File: src/rtl/seven_seg_scan.sv
// Time-multiplexed N-digit seven-segment driver with tear-free double buffering and an
// anti-ghosting blank guard. Define SSEG_LZ_BLANK_EN to enable leading-zero blanking.
module seven_seg_scan #(
  parameter int DIGITS      = 4,
  parameter int REFRESH_DIV = 100000,
  parameter int GUARD       = 1000,
  parameter int ACTIVE_LOW  = 1
) (
  input  logic                  clk,
  input  logic                  reset_n,
  input  logic [4*DIGITS-1:0]   value,
  input  logic [DIGITS-1:0]     dp_in,
  input  logic                  load,
  output logic [6:0]            seg,
  output logic [DIGITS-1:0]     an,
  output logic                  dp,
  output logic                  pending,
  output logic                  frame_tick
);

  localparam int   DIV_W = $clog2(REFRESH_DIV);
  localparam int   IDX_W = (DIGITS > 1) ? $clog2(DIGITS) : 1;
  localparam logic POL   = (ACTIVE_LOW != 0);

  logic [DIV_W-1:0]    div_p0;
  logic [IDX_W-1:0]    idx_p0;
  logic [4*DIGITS-1:0] stage_val;
  logic [DIGITS-1:0]   stage_dp;
  logic [4*DIGITS-1:0] disp_val;
  logic [DIGITS-1:0]   disp_dp;

  logic       slot_end;
  logic       last_digit;
  logic       boundary;
  logic       in_guard;
  logic [3:0] nib;
  logic       blank;

  function automatic logic [6:0] hex_decode(input logic [3:0] h);
    logic [6:0] s;
    case (h)
      4'h0: s = 7'h3F;  4'h1: s = 7'h06;  4'h2: s = 7'h5B;  4'h3: s = 7'h4F;
      4'h4: s = 7'h66;  4'h5: s = 7'h6D;  4'h6: s = 7'h7D;  4'h7: s = 7'h07;
      4'h8: s = 7'h7F;  4'h9: s = 7'h6F;  4'hA: s = 7'h77;  4'hB: s = 7'h7C;
      4'hC: s = 7'h39;  4'hD: s = 7'h5E;  4'hE: s = 7'h79;  default: s = 7'h71;
    endcase
    return s;
  endfunction

  assign slot_end   = (div_p0 == DIV_W'(REFRESH_DIV - 1));
  assign last_digit = (idx_p0 == IDX_W'(DIGITS - 1));
  assign boundary   = slot_end && last_digit;
  assign in_guard   = (div_p0 < DIV_W'(GUARD));
  assign nib        = disp_val[4*idx_p0 +: 4];

`ifdef SSEG_LZ_BLANK_EN
  // A digit is blank when it and every digit above it are zero, unless its dp is lit.
  always_comb begin
    logic zero_above;
    blank      = 1'b0;
    zero_above = 1'b1;
    for (int i = DIGITS - 1; i >= 0; i--) begin
      zero_above = zero_above && (disp_val[4*i +: 4] == 4'h0);
      if (i == int'(idx_p0))
        blank = (i != 0) && zero_above && !disp_dp[i];
    end
  end
`else
  assign blank = 1'b0;
`endif

  // Stage 0: scan counters, staging and display buffers
  always_ff @(posedge clk or negedge reset_n) begin
    if (!reset_n) begin
      div_p0     <= '0;
      idx_p0     <= '0;
      pending    <= 1'b0;
      frame_tick <= 1'b0;
      stage_val  <= '0;
      stage_dp   <= '0;
      disp_val   <= '0;
      disp_dp    <= '0;
    end else begin
      div_p0     <= slot_end ? '0 : div_p0 + DIV_W'(1);
      frame_tick <= boundary;
      if (slot_end)
        idx_p0 <= last_digit ? '0 : idx_p0 + IDX_W'(1);
      if (load) begin
        stage_val <= value;
        stage_dp  <= dp_in;
      end
      if (boundary) begin
        if (load) begin
          disp_val <= value;
          disp_dp  <= dp_in;
        end else if (pending) begin
          disp_val <= stage_val;
          disp_dp  <= stage_dp;
        end
        pending <= 1'b0;
      end else if (load) begin
        pending <= 1'b1;
      end
    end
  end

  // Stage 1: registered pin drivers
  always_ff @(posedge clk or negedge reset_n) begin
    if (!reset_n) begin
      seg <= {7{POL}};
      an  <= {DIGITS{POL}};
      dp  <= POL;
    end else if (in_guard) begin
      seg <= {7{POL}};
      an  <= {DIGITS{POL}};
      dp  <= POL;
    end else begin
      seg <= {7{POL}} ^ (blank ? 7'h00 : hex_decode(nib));
      an  <= {DIGITS{POL}} ^ (DIGITS'(1) << idx_p0);
      dp  <= POL ^ disp_dp[idx_p0];
    end
  end

endmodule

File: config.mk
export PLATFORM = sky130hd
export DESIGN_NAME = seven_seg_scan
export DESIGN_NICKNAME = d
export VERILOG_FILES = /design/src/rtl/seven_seg_scan.sv
export SDC_FILE = /design/constraint.sdc
export NUM_CORES = 1
export LEC_CHECK = 0
export CAP_MARGIN = 20
export CORE_MARGIN = 2
export CORE_UTILIZATION = 40
export DETAILED_ROUTE_END_ITERATION = 16
export SLEW_MARGIN = 15
export SYNTH_ARGS = -nofsm -noshare
export SYNTH_HDL_FRONTEND = slang
export SYNTH_SLANG_ARGS = --single-unit
File: constraint.sdc
create_clock -name clk -period 4.4 [get_ports clk]
set_input_delay 0.44 -clock clk [delete_from_list [all_inputs] [get_ports clk]]
set_output_delay 0.44 -clock clk [all_outputs]
set_load 0.1 [all_outputs]
==> flow_metrics.tcl <==
set metrics [dict create \
    power_frac_clock_pct 39.7 \
    cp-start-kind "flop" \
    status "finished, final reports clean" \
    die_h_um 93.94 \
    antenna_found_initial 0 \
    async_reset_ff_share_pct 100.0 \
    post-cts-setup-buffer-count 0 \
    clock_path_buffers 2 \
    cts_root_buf "clkbuf_8" \
    syn_area_mm2 0.003236 \
    grt.overflow.total 0 \
    setup_tns_ns 0 \
    synth_nets 276 \
    num_antenna_cells 0 \
    synth.largest_area_cell "dfrtp_1" \
    clkTransAtPathRegs_ns 0.08 \
    gp_congestion 0.7804 \
    cts.sinks 73 \
    cts_tree "built" \
    rows 32 \
    dpl_worst_slack_ns 1.824 \
    hp-class "in2async" \
    synthDistinctLibCells 37 \
    fill_cells 716 \
    layout_setup_ws_ns 1.826 \
    relSlewSlack_pct 34.46 \
    power_leakage_uw 0.001639 \
    wl_per_cell_um 14.92 \
    grt.total_usage_pct 15.22 \
    p_per_area_mw_per_mm2 323.6 \
    final_cell_mix "61 x dfrtp_1, 43 x mux2_2, 35 x clkdlybuf4s50_1" \
    layout-drive-gt1-share_pct 29.62 \
    dp_hpwl_um 3962 \
    finalSetupViolCount 0 \
    critPathKind "reg2reg" \
    rsz0062_at_grt "false" \
    wirelength_um 5804 \
    clk_latency_ns 0.34 \
    syn_to_final_growth_pct 19.61 \
    reg2reg_depth 4 \
    crit_fanout 13 \
    cts_resized 0 \
    switching_power_uw 313.7 \
    finalHoldViolCount 0 \
    syn_area_per_cell_um2 13.37 \
    worstPathArrival_ns 2.80 \
    power.share.switching_pct 25.05 \
    synth_area_leaders "dfrtp_1 47%, mux2_2 15%, dfstp_2 9.7%" \
    fin_crit_ns 2.574 \
    utilization_pct 49.82 \
    synth-seq-cells 73 \
    grt_max_degree 41 \
    drtIter0Drc 102 \
    grt_pass1_wl_um 10380 \
    via_per_inst 4.951 \
    whs_ns 0.1608 \
    dieArea_mm2 0.008825 \
    period_share_pct 58.49 \
    cts_buffers 9 \
    die_w_um 93.94 \
    final_common_cell "dfrtp_1" \
    remaining_drc_errors 0 \
    critPathRequiredTime_ns 4.62 \
    grt_pass1_vias 2095 \
    maxCapViolations 0 \
    yosysSeqAreaShare_pct 56.92 \
    firstDrtPassIters 4 \
    synth_ff_type "dfrtp_1" \
    critPathCaptureType "flop" \
    power_frac_comb_pct 5.0 \
    p_int_uw 938.6 \
    final_antenna_net_count 0 \
    vias 1926 \
    htree_levels 3 \
    synth_edf_count 0 \
    fmax_mhz 388.6 \
    num_io_pins 37 \
    nets 316 \
    cts.hold.buffers_added 0 \
    postSynthCellCount 242 \
    start_util_pct 41.66 \
    ir_drop_mv 0.1724 \
    tightest_slew_ns 0.9800 \
    coreArea_mm2 0.007767 \
    power.share.sequential_pct 55.3 \
    skew_ns 0.01167 \
    io_buffers 36 \
    slew_viol_final 0 \
    synth_top_area_share_pct 47.18 \
    yosys_warnings 0 \
]
[final timing paths]
kind | to | slack, ns | from
min | stage_dp[3] | 0.16 | reset_n
max | idx_p0[0] | 1.83 | div_p0[13]
min reg2reg | div_p0[0] | 0.50 | div_p0[0]
max in group asynchronous | seg[1] | 3.23 | reset_n
min in group clk | div_p0[0] | 0.50 | div_p0[0]
max reg2reg | idx_p0[0] | 1.83 | div_p0[13]
[cell type report]
| cell class | instances | area, µm² | share of cell area [%] |
|---|---|---|---|
| repair buffers | 39 | 377.9 | 9.764 |
| clock buffers | 9 | 123.9 | 3.201 |
| multi-input cells | 149 | 1300 | 33.59 |
| flip-flops and latches | 73 | 1842 | 47.59 |
| well taps | 102 | 127.6 | 3.298 |
| clock inverters | 7 | 61.31 | 1.584 |
| inverters | 10 | 37.54 | 0.9699 |
[layer usage]
layer	up-vias	track usage, %	routed length, µm
met3	8	2.809	176
li1	935	-	-
met1	956	21.29	2804
met5	-	0	0
met4	0	6.522	104
met2	27	23.27	2719
[synth_stat cells, drive strengths merged, types with 3 or more instances]
cell type	instances
dfrtp	61
mux2	43
dfstp	12
nand2	12
ha	11
nor2	11
inv	10
xnor2	9
buf	7
nand3	7
a21oi	6
mux4	5
nand4	4
o21ai	4
xor2	4
clkbuf	3
nor3	3
o211ai	3
o221ai	3
or4	3
[logic make-up after synthesis]
group | share of synthesized area (%)
AOI/OAI and AO/OA | 3.674
xor gates and xnor gates | 3.519
adders and majority gates | 4.254
buffers and inverters | 2.900
DFF | 56.92
muxes | 19.06
and+or+nand+nor | 9.667
[critical path, stage by stage, from the launching register on]
cell and delay (ns):
dfrtp_1 0.42, or4_1 0.55, or4_4 0.46, nor3_2 0.61, mux2_2 0.41
[sequential cells by signal, indices dropped and copies added, names as in the netlist]
| name | count |
|---|---|
| idx_p0 | 2 |
| disp_val | 16 |
| div_p0 | 17 |
| dp | 1 |
| stage_dp | 4 |
| stage_val | 16 |
| seg | 7 |
| disp_dp | 4 |
| an | 4 |
| pending | 1 |
| frame_tick | 1 |
[power groups by stage]
stage	clock network [µW]	registers [µW]	logic, µW
4_1_cts	514	693	65.0
3_5_place_dp	0	706	64.9
5_1_grt	552	695	70.8
6_report	497	693	62.4
2_1_floorplan	0	705	24.9
3_3_place_gp	0	705	63.7
[through the flow]
stage | instance area (µm²) | total power, µW | std cells
2_1_floorplan | 3236 | 729.6 | 242
3_3_place_gp | 3685 | 768.8 | 373
3_5_place_dp | 3685 | 771.0 | 373
4_1_cts | 3870 | 1272 | 389
5_1_grt | 3870 | 1318 | 389
6_report | 3870 | 1252 | 389
Power figures use the tool's default switching activity.
